===== src/rtl/mem_responder.sv =====
// -----------------------------------------------------------------------------
// mem_responder
//   Single-outstanding memory responder for a CPU request/response channel.
//   A request is accepted in IDLE, waits LATENCY cycles in WAIT, and then
//   performs its load or store on the edge that enters RESP. The response is
//   held in RESP until the CPU takes it with resp_ready.
//   Storage is DEPTH 32-bit words. It is cleared by reset.
//
// Parameters
//   DEPTH    number of 32-bit words (power of two, 2..1024)
//   LATENCY  wait cycles between acceptance and response (0..15)
//
// Ports
//   clk         clock, rising edge
//   rst         asynchronous active-low reset
//   req_valid   request present            req_ready   request accepted this cycle
//   req_write   1 = store, 0 = load        req_addr    byte address
//   req_wdata   store data                 req_be      store byte enables
//   resp_valid  response present           resp_ready  CPU takes response
//   resp_rdata  load data (0 for stores and errors)
//   resp_err    misaligned or out-of-range request
// -----------------------------------------------------------------------------
module mem_responder #(
  parameter int DEPTH   = 64,
  parameter int LATENCY = 2
) (
  input  logic        clk,
  input  logic        rst,
  input  logic        req_valid,
  output logic        req_ready,
  input  logic        req_write,
  input  logic [31:0] req_addr,
  input  logic [31:0] req_wdata,
  input  logic [3:0]  req_be,
  output logic        resp_valid,
  input  logic        resp_ready,
  output logic [31:0] resp_rdata,
  output logic        resp_err
);

  localparam int          AW         = $clog2(DEPTH);
  localparam logic [3:0]  LAT_M1     = (LATENCY > 0) ? 4'(LATENCY - 1) : 4'd0;
  localparam logic [31:0] ADDR_LIMIT = 32'(4 * DEPTH);

  typedef enum logic [1:0] {IDLE, WAIT, RESP} state_e;

  state_e        state_q, state_d;
  logic [3:0]    cnt_q, cnt_d;
  logic          write_q, write_d;
  logic [31:0]   addr_q, addr_d;
  logic [31:0]   wdata_q, wdata_d;
  logic [3:0]    be_q, be_d;
  logic [31:0]   rdata_q, rdata_d;
  logic          err_q, err_d;
  logic [31:0]   mem_q [DEPTH];

  // The operation is taken from the live inputs when it executes on the
  // acceptance edge itself (LATENCY=0), otherwise from the latched request.
  logic          op_write;
  logic [31:0]   op_addr;
  logic [31:0]   op_wdata;
  logic [3:0]    op_be;
  logic          op_err;
  logic [AW-1:0] op_idx;
  logic [31:0]   wr_word;
  logic          do_op;
  logic          mem_we;

  // Gating with rst keeps req_ready low while reset is held, even though the
  // state register already reads IDLE.
  assign req_ready  = rst && (state_q == IDLE);
  assign resp_valid = (state_q == RESP);
  assign resp_rdata = rdata_q;
  assign resp_err   = err_q;

  assign op_write = (state_q == IDLE) ? req_write : write_q;
  assign op_addr  = (state_q == IDLE) ? req_addr  : addr_q;
  assign op_wdata = (state_q == IDLE) ? req_wdata : wdata_q;
  assign op_be    = (state_q == IDLE) ? req_be    : be_q;
  assign op_err   = (op_addr[1:0] != 2'b00) || (op_addr >= ADDR_LIMIT);
  assign op_idx   = op_addr[AW+1:2];

  // Byte-merge of the store data into the currently stored word.
  always_comb begin
    for (int b = 0; b < 4; b++) begin
      wr_word[8*b +: 8] = op_be[b] ? op_wdata[8*b +: 8] : mem_q[op_idx][8*b +: 8];
    end
  end

  always_comb begin
    // NOTE: every signal gets a default first so no path leaves it unassigned;
    // an unassigned path in always_comb would infer a latch.
    state_d = state_q;
    cnt_d   = cnt_q;
    write_d = write_q;
    addr_d  = addr_q;
    wdata_d = wdata_q;
    be_d    = be_q;
    rdata_d = rdata_q;
    err_d   = err_q;
    do_op   = 1'b0;

    case (state_q)
      IDLE: begin
        if (req_valid && req_ready) begin
          write_d = req_write;
          addr_d  = req_addr;
          wdata_d = req_wdata;
          be_d    = req_be;
          if (LATENCY == 0) begin
            state_d = RESP;
            do_op   = 1'b1;
          end else begin
            state_d = WAIT;
            cnt_d   = LAT_M1;
          end
        end
      end
      WAIT: begin
        if (cnt_q == 4'd0) begin
          state_d = RESP;
          do_op   = 1'b1;
        end else begin
          cnt_d = cnt_q - 4'd1;
        end
      end
      RESP: begin
        // No acceptance from here: the next request waits for IDLE.
        if (resp_ready) state_d = IDLE;
      end
      default: state_d = IDLE;
    endcase

    mem_we = do_op && op_write && !op_err;
    if (do_op) begin
      err_d   = op_err;
      rdata_d = (op_write || op_err) ? 32'd0 : mem_q[op_idx];
    end
  end

  // NOTE: sequential state uses non-blocking assignments so every flop samples
  // pre-edge values regardless of statement order.
  always_ff @(posedge clk or negedge rst) begin
    if (!rst) begin
      state_q <= IDLE;
      cnt_q   <= 4'd0;
      write_q <= 1'b0;
      addr_q  <= 32'd0;
      wdata_q <= 32'd0;
      be_q    <= 4'd0;
      rdata_q <= 32'd0;
      err_q   <= 1'b0;
    end else begin
      state_q <= state_d;
      cnt_q   <= cnt_d;
      write_q <= write_d;
      addr_q  <= addr_d;
      wdata_q <= wdata_d;
      be_q    <= be_d;
      rdata_q <= rdata_d;
      err_q   <= err_d;
    end
  end

  // NOTE: storage contents are architecturally zero after reset, so the array
  // is built from resettable flops rather than an un-reset RAM macro.
  always_ff @(posedge clk or negedge rst) begin
    if (!rst) begin
      for (int i = 0; i < DEPTH; i++) mem_q[i] <= 32'd0;
    end else if (mem_we) begin
      mem_q[op_idx] <= wr_word;
    end
  end

endmodule


===== config.mk =====
export PLATFORM = sky130hd
export DESIGN_NAME = mem_responder
export DESIGN_NICKNAME = d
export VERILOG_FILES = /design/src/rtl/mem_responder.sv
export SDC_FILE = /design/constraint.sdc
export NUM_CORES = 2
export LEC_CHECK = 0
export BUFFER_PORTS_ARGS = -buffer_cell sky130_fd_sc_hd__buf_2
export CAP_MARGIN = 25
export CORE_MARGIN = 2
export CORE_UTILIZATION = 29
export DETAILED_ROUTE_END_ITERATION = 16
export GPL_TIMING_DRIVEN = 0
export PLACE_DENSITY = 0.43
export SLEW_MARGIN = 25
export SYNTH_ARGS = -nofsm -noshare
export SYNTH_HDL_FRONTEND = slang
export SYNTH_SLANG_ARGS = --single-unit

===== constraint.sdc =====
create_clock -name clk -period 3.54 [get_ports clk]
set_input_delay 0.708 -clock clk [delete_from_list [all_inputs] [get_ports clk]]
set_output_delay 0.708 -clock clk [all_outputs]
set_load 0.02 [all_outputs]

# Word level (Yosys, flattened, before mapping)
# Cells that the tools add are included.
[op_classes] n_eq_ne=6 add_sub_neg=1 bitwise_logic=1 muxes=24 reduce_logical=15 n_lt_le_gt_ge=3
[ops] operator="2048-bit bitwise mux" count=1
[ops] operator="32-bit binary-select mux with 6-bit select" count=1
[ops] operator="32-bit demux with 6-bit select" count=1
[ops] operator="32-bit two-way mux" count=6
[ops] operator="32-bit by 9-bit >= comparator with 1-bit output, second input constant" count=1
[ops] operator="8-bit two-way mux" count=4
[ops] operator="4-bit two-way mux" count=3
[ops] operator="4-bit one-hot mux with 2 select lines" count=1
[ops] operator="7-bit >= comparator, second input constant" count=1
[ops] operator="7-bit by 1-bit less-than comparator with 1-bit output, second input constant" count=1
[ops] operator="6-bit inverter with 7-bit output" count=1
[ops] operator="2-bit two-way mux" count=3
[ops] operator="2-bit one-hot mux with 3 select lines" count=1
[ops] operator="3-bit AND reduction" count=2
[ops] operator="1-bit logical AND" count=5
[ops] operator="4-bit zero test" count=1
[ops] operator="2-bit by 1-bit inequality test with 1-bit output, second input constant" count=2
[ops] operator="2-bit inequality test, second input constant" count=2
[ops] operator="2-bit nonzero test" count=2
[ops] operator="4-bit by 1-bit subtractor with 4-bit output, second input constant" count=1
[ops] operator="1-bit two-way mux" count=3
[ops] operator="2-bit by 1-bit equality test with 1-bit output, second input constant" count=1
[ops] operator="2-bit equality test, second input constant" count=1
[ops] operator="2-bit zero test" count=1
[ops] operator="other kinds (3)" count=4
[totals] regBits=2156 word_cells=122

# Depth between registers and ports, before layout
[logic_depth] word_depth=8 mapped_depth=16 ltp_nobuf=9

# Worst setup path before layout
# No wires, ideal clock.
[synth_path] kind="in2reg" start="in req_addr[2]" end="reg mem_q[1119] (netlist name)" n_path_buf=7 path_stages=15 required_time_ns=3.410 arrival_ns=3.221 slack_ns=0.189 path_cell_list="clkbuf_1 -> or4b_2 -> o21ai_1 -> buf_2 -> buf_4 -> buf_6 -> buf_6 -> buf_2 -> a22oi_1 -> o22ai_1 -> nor4_1 -> nand3_1 -> o31ai_4 -> buf_6 -> o21ai_1"
[synth_between] elab_chain_cells=7
[synth_lines] element="from (decl)" line="32" source="input logic [31:0] req_addr,"
[synth_lines] element="32-bit two-way mux *" line="77" source="assign op_addr = (state_q == IDLE) ? req_addr : addr_q;"
[synth_lines] element="6-bit inverter with 7-bit output (not written as such)" line="86, 171"
[synth_lines] element="7-bit >= comparator (not written as such), or another cell as far along" line="171" source="mem_q[op_idx] <= wr_word;"
[synth_lines] element="1-bit logical AND (not written as such) / 32-bit two-way mux (equally long branches)" line="171, 86"
[synth_lines] element="32-bit two-way mux, on equally long branches" line="171, 86"
[synth_lines] element="32-bit demux with 6-bit select / 8-bit two-way mux (equally long branches)" line="171, 86"
[synth_lines] element="2048-bit bitwise mux" line="171"
[synth_lines] element="to (signal, indexed assignment)" line="171"
[synth_lines] element="to (decl)" line="55" source="logic [31:0] mem_q [DEPTH];"
# Mark *: on every way between the ends. The rest lies on a longest branch, timed or not. The select of a mux whose other input is x is not followed.
# A chain may end at the register's enable or synchronous reset.

# Worst setup path in the final report
[layout_path] start="reg state_q[0]" end="reg mem_q[817] (netlist name)"
[layout_between] elab_chain_cells=8
[layout_lines] element="from (decl)" line="47" source="state_e state_q, state_d;"
[layout_lines] element="from (signal assigned)" line="154" source="state_q <= state_d;"
[layout_lines] element="2-bit zero test"
[layout_lines] element="32-bit two-way mux" line="77"
[layout_lines] element="6-bit inverter with 7-bit output (not written as such)" line="86, 171"
[layout_lines] element="7-bit >= comparator (not written as such), or another cell as far along" line="171"
[layout_lines] element="1-bit logical AND (not written as such) / 32-bit two-way mux (equally long branches)"
[layout_lines] element="32-bit two-way mux, on equally long branches"
[layout_lines] element="32-bit demux with 6-bit select / 8-bit two-way mux (equally long branches)" line="171, 86"
[layout_lines] element="2048-bit bitwise mux" line="171"
# Parallel ways exist; a longest one is shown, timed or not. The select of a mux whose other input is x is not followed.

==> results.md <==
- Top cells by area, synth: dfrtp_1, o21ai_0, nand2_1
- Post-synth EDFFs: 0
- Worst Setup End Kind: flip-flop
- Crit. Startpoint: state_q[0]
- Top cell type's share of synthesized area: 59.8%
- Status: finished, violations left
- Worst path slowest cell: o21ai_1
- Setup crit start kind: flip-flop
- Total Power: 114 mW
- Initial Util: 29.2%
- Htree depth: 4
- Max-slew headroom: 17.0%
- CTS tree: built
- Post-layout min period: 4.75 ns
- DRT antenna net count: 0
- # fillers: 31242
- Number of global-route vias before repair: 79750
- Post-Syn Area: 90300 sq um
- Power per cell area: 1010 nW/um^2
- Seq pwr share: 22.8%
- Yosys warns: 0
- Top-count cell post-synth: nand2_1
- Remaining Overflow, GRT: 0
- DIE HEIGHT: 562 um
- Min-Delay Path Class: input pin to flip-flop
- Sequential fraction of the synthesis area: 59.8%
- DR WL met2: 225000 um
- Sw Pwr: 58.1 mW
- Die ar.: 316000 sq um
- Clock Skews: 0.0789 ns
- Global-route wire length before repair: 722000 um
- Vias after detailed routing: 84382
- Share of cells above drive strength 1: 17.6%
- Worst Max-Slew Pin Slew: 1.24 ns
- Crit path top cell by count: o21ai_0
- Area grow syn2layout: 26.0%
- Cells after Synth: 9312
- CP cell instances: or2_1, buf_8, buf_6, o21ai_1, mux2i_1, o22ai_1, o21ai_0, nand3_1, o31ai_4, buf_4, clkbuf_1, o21ai_0
- Non-Filler Instances: 14397
- Crit path buffers/inverters: 4
- Die X: 562 um
- Detailed-route wire length per cell: 37.9 um
- Average size of a mapped cell: 9.69 sq um
- Largest area contributor in the netlist: dfrtp_1
- Asr flop ratio synth: 100%
- Clk root buf: clkbuf_16
- Core footprint: 309000 sq um
- Post-synthesis cell type count: 62
- DRT Pass-1 Iters: 6
- Largest net degree at the start of global routing: 124
- Largest stage delay, worst path: 0.79 ns
- Number of DRC markers in iteration 0: 11195
- Critical path class: flip-flop to flip-flop
- Initial antenna violation count: 89
- RSZ-0062 raised after global routing: true
- Internal power: 56.2 mW
- Leak: 48.1 nW
- Max Used Layer: met5
- Post-synth top cells: nand2_1, dfrtp_1, o21ai_0
- Comb pwr share: 54.0%
- Worst-path maximum fanout: 10
- Max VDD drop: 0.765 mV
- Worst-case clock buffer depth: 4
- Fin. max-slew vios: 0
- Failing checks: setup timing
- HPWL after DPL: 419000 um
- GPL Wtd Cong: 1.06
- Final period utilization: 134%
- MaxCap Viol Count: 0
- Total GRT Usage: 33.7%
- Clock transition at the registers of the reported paths: 0.06 ns
- IO Pins: 108
- DP Cell Count: 13666
- M1 wire length: 213000 um
- Clock network power share: 23.2%
- Count of final setup violators: 2270
- Drt total wl: 546000 um
- Critical R2R Launch: state_q[0]
- Clock Sink Count: 2156
- Worst setup margin: -1.21 ns
- Row count: 204
- Primary FF master, synth: dfrtp_1
- Nets: 10106
- Port bufs: 105
- TritonCTS Buffers: 245
- Synth Net Count: 9387
- Final hold vios: 0
- WP data required: 4.34 ns
- FF+latch count, synth: 2156
- # DRC: 0
- Worst-Skew Late Latency: 0.99 ns
- Switching Share: 50.8%
- Vias/cell: 5.86
- Delay-heaviest family, CP: compound AO/OA/AOI/OAI gates
- WL met3: 59600 um
- Hold_sp: req_addr[6]
- Max Clk Rate: 0.211 GHz
- WP data arrival: 5.55 ns
## routing by layer
metal  global-route usage (%)  vias up
met5                        0        -
met4                     24.6       52
met3                     11.3     1260
met2                     47.9     4714
met1                     42.7    43818
li1                         -    34538
## path summary, 6_finish.rpt
path	endpoint	slack (ns)	cells past startpoint
setup / recovery	mem_q[817]	-1.21	12
hold / removal	addr_q[6]	0.06	2
setup reg to reg	mem_q[817]	-1.21	12
hold reg to reg	mem_q[342]	0.48	2
max in group asynchronous	mem_q[1626]	-0.36	8
min in group asynchronous	mem_q[216]	0.78	3
## cells by family (layout without fill, tap and decap cells)
logic type,after synthesis,after routing,share of synthesized area [%]
DFF,2156,2156,59.8
and+or+nand+nor,2532,2532,11.2
adders and majority gates,2,2,0.0277
buffers and inverters,920,1841,4.23
other,0,44,0
AOI/OAI and AO/OA,3615,3615,23.7
muxes,86,86,1.06
xor gates and xnor gates,1,1,0.00970
## power by group through the flow
stage,sequential (mW),clock [mW],combinational (mW)
after floorplan,26.4,0,14.6
after global placement,26.6,0,45.1
after detailed placement,26.5,0,49.4
after CTS,26.1,26.7,55.9
after global routing,26.2,27.7,60.6
final,26.1,26.5,61.7
## flip-flops by register name (all words and copies together), names as in the netlist
signal and flops:
wdata_q 32, resp_err 1, resp_rdata 32, state_q 2, write_q 1, be_q 4
addr_q 32, cnt_q 4, mem_q 2048
## layout by cell type (no fill, tap or decap), drive strengths merged, types with 3 or more instances in the layout
cell	instances
o211ai	55
mux2	72
bufinv	13
a32oi	10
mux2i	14
inv	12
a32o	26
nand2b	6
a31oi	3
or3	3
nand3	94
a221oi	126
nand4	36
buf	693
nor3b	5
a22o	6
dlygate4sd3	56
nor2b	3
o21ai	2103
nor4	87
dfrtp	2156
a21oi	300
clkinvlp	6
a22oi	884
o31ai	13
a21boi	5
nor2	35
diode	44
o22ai	71
and2	6
or4b	6
nand2	2231
clkinv	51
clkbuf	1010
nor3	12
## metrics by stage
stage	util, %	TNS, ns	cell area (sq um)	worst slack (ns)	hold slack [ns]
floorplan	-	0	90300	0.189	0.412
global placement	31.0	-	95900	-48.38	0.461
detailed placement	32.0	-6778.44	99100	-4.27	0.470
CTS	36.1	-2224.52	112000	-1.27	0.00105
global route	36.7	-1983.73	114000	-1.04	0.0421
finish	36.8	-1983.19	114000	-1.21	0.0591
## timing repair
| item | in CTS | in global routing |
|---|---|---|
| endpoints found under the setup margin | 2154 | 2587 |
| gates resized for setup | 751 | 698 |
| endpoints found under the hold margin | 126 | 0 |
| pin swaps | 102 | 95 |
| buffers inserted | 133 | 34 |
| gates cloned | 2 | 6 |
| hold buffers | 57 | 0 |
## cell type report
cell class / instances / area [sq um] / share of cell area [%]
flip-flops and latches: 2156 / 54000 / 47.4
multi-input cells: 6236 / 34800 / 30.6
clock buffers: 380 / 7290 / 6.41
plain buffers: 904 / 6130 / 5.39
repair buffers: 475 / 5280 / 4.64
well taps: 4120 / 5150 / 4.53
clock inverters: 69 / 928 / 0.816
diodes: 44 / 110 / 0.0968
inverters: 13 / 52.6 / 0.0462
No activity file was read; power rests on OpenSTA's default activity.
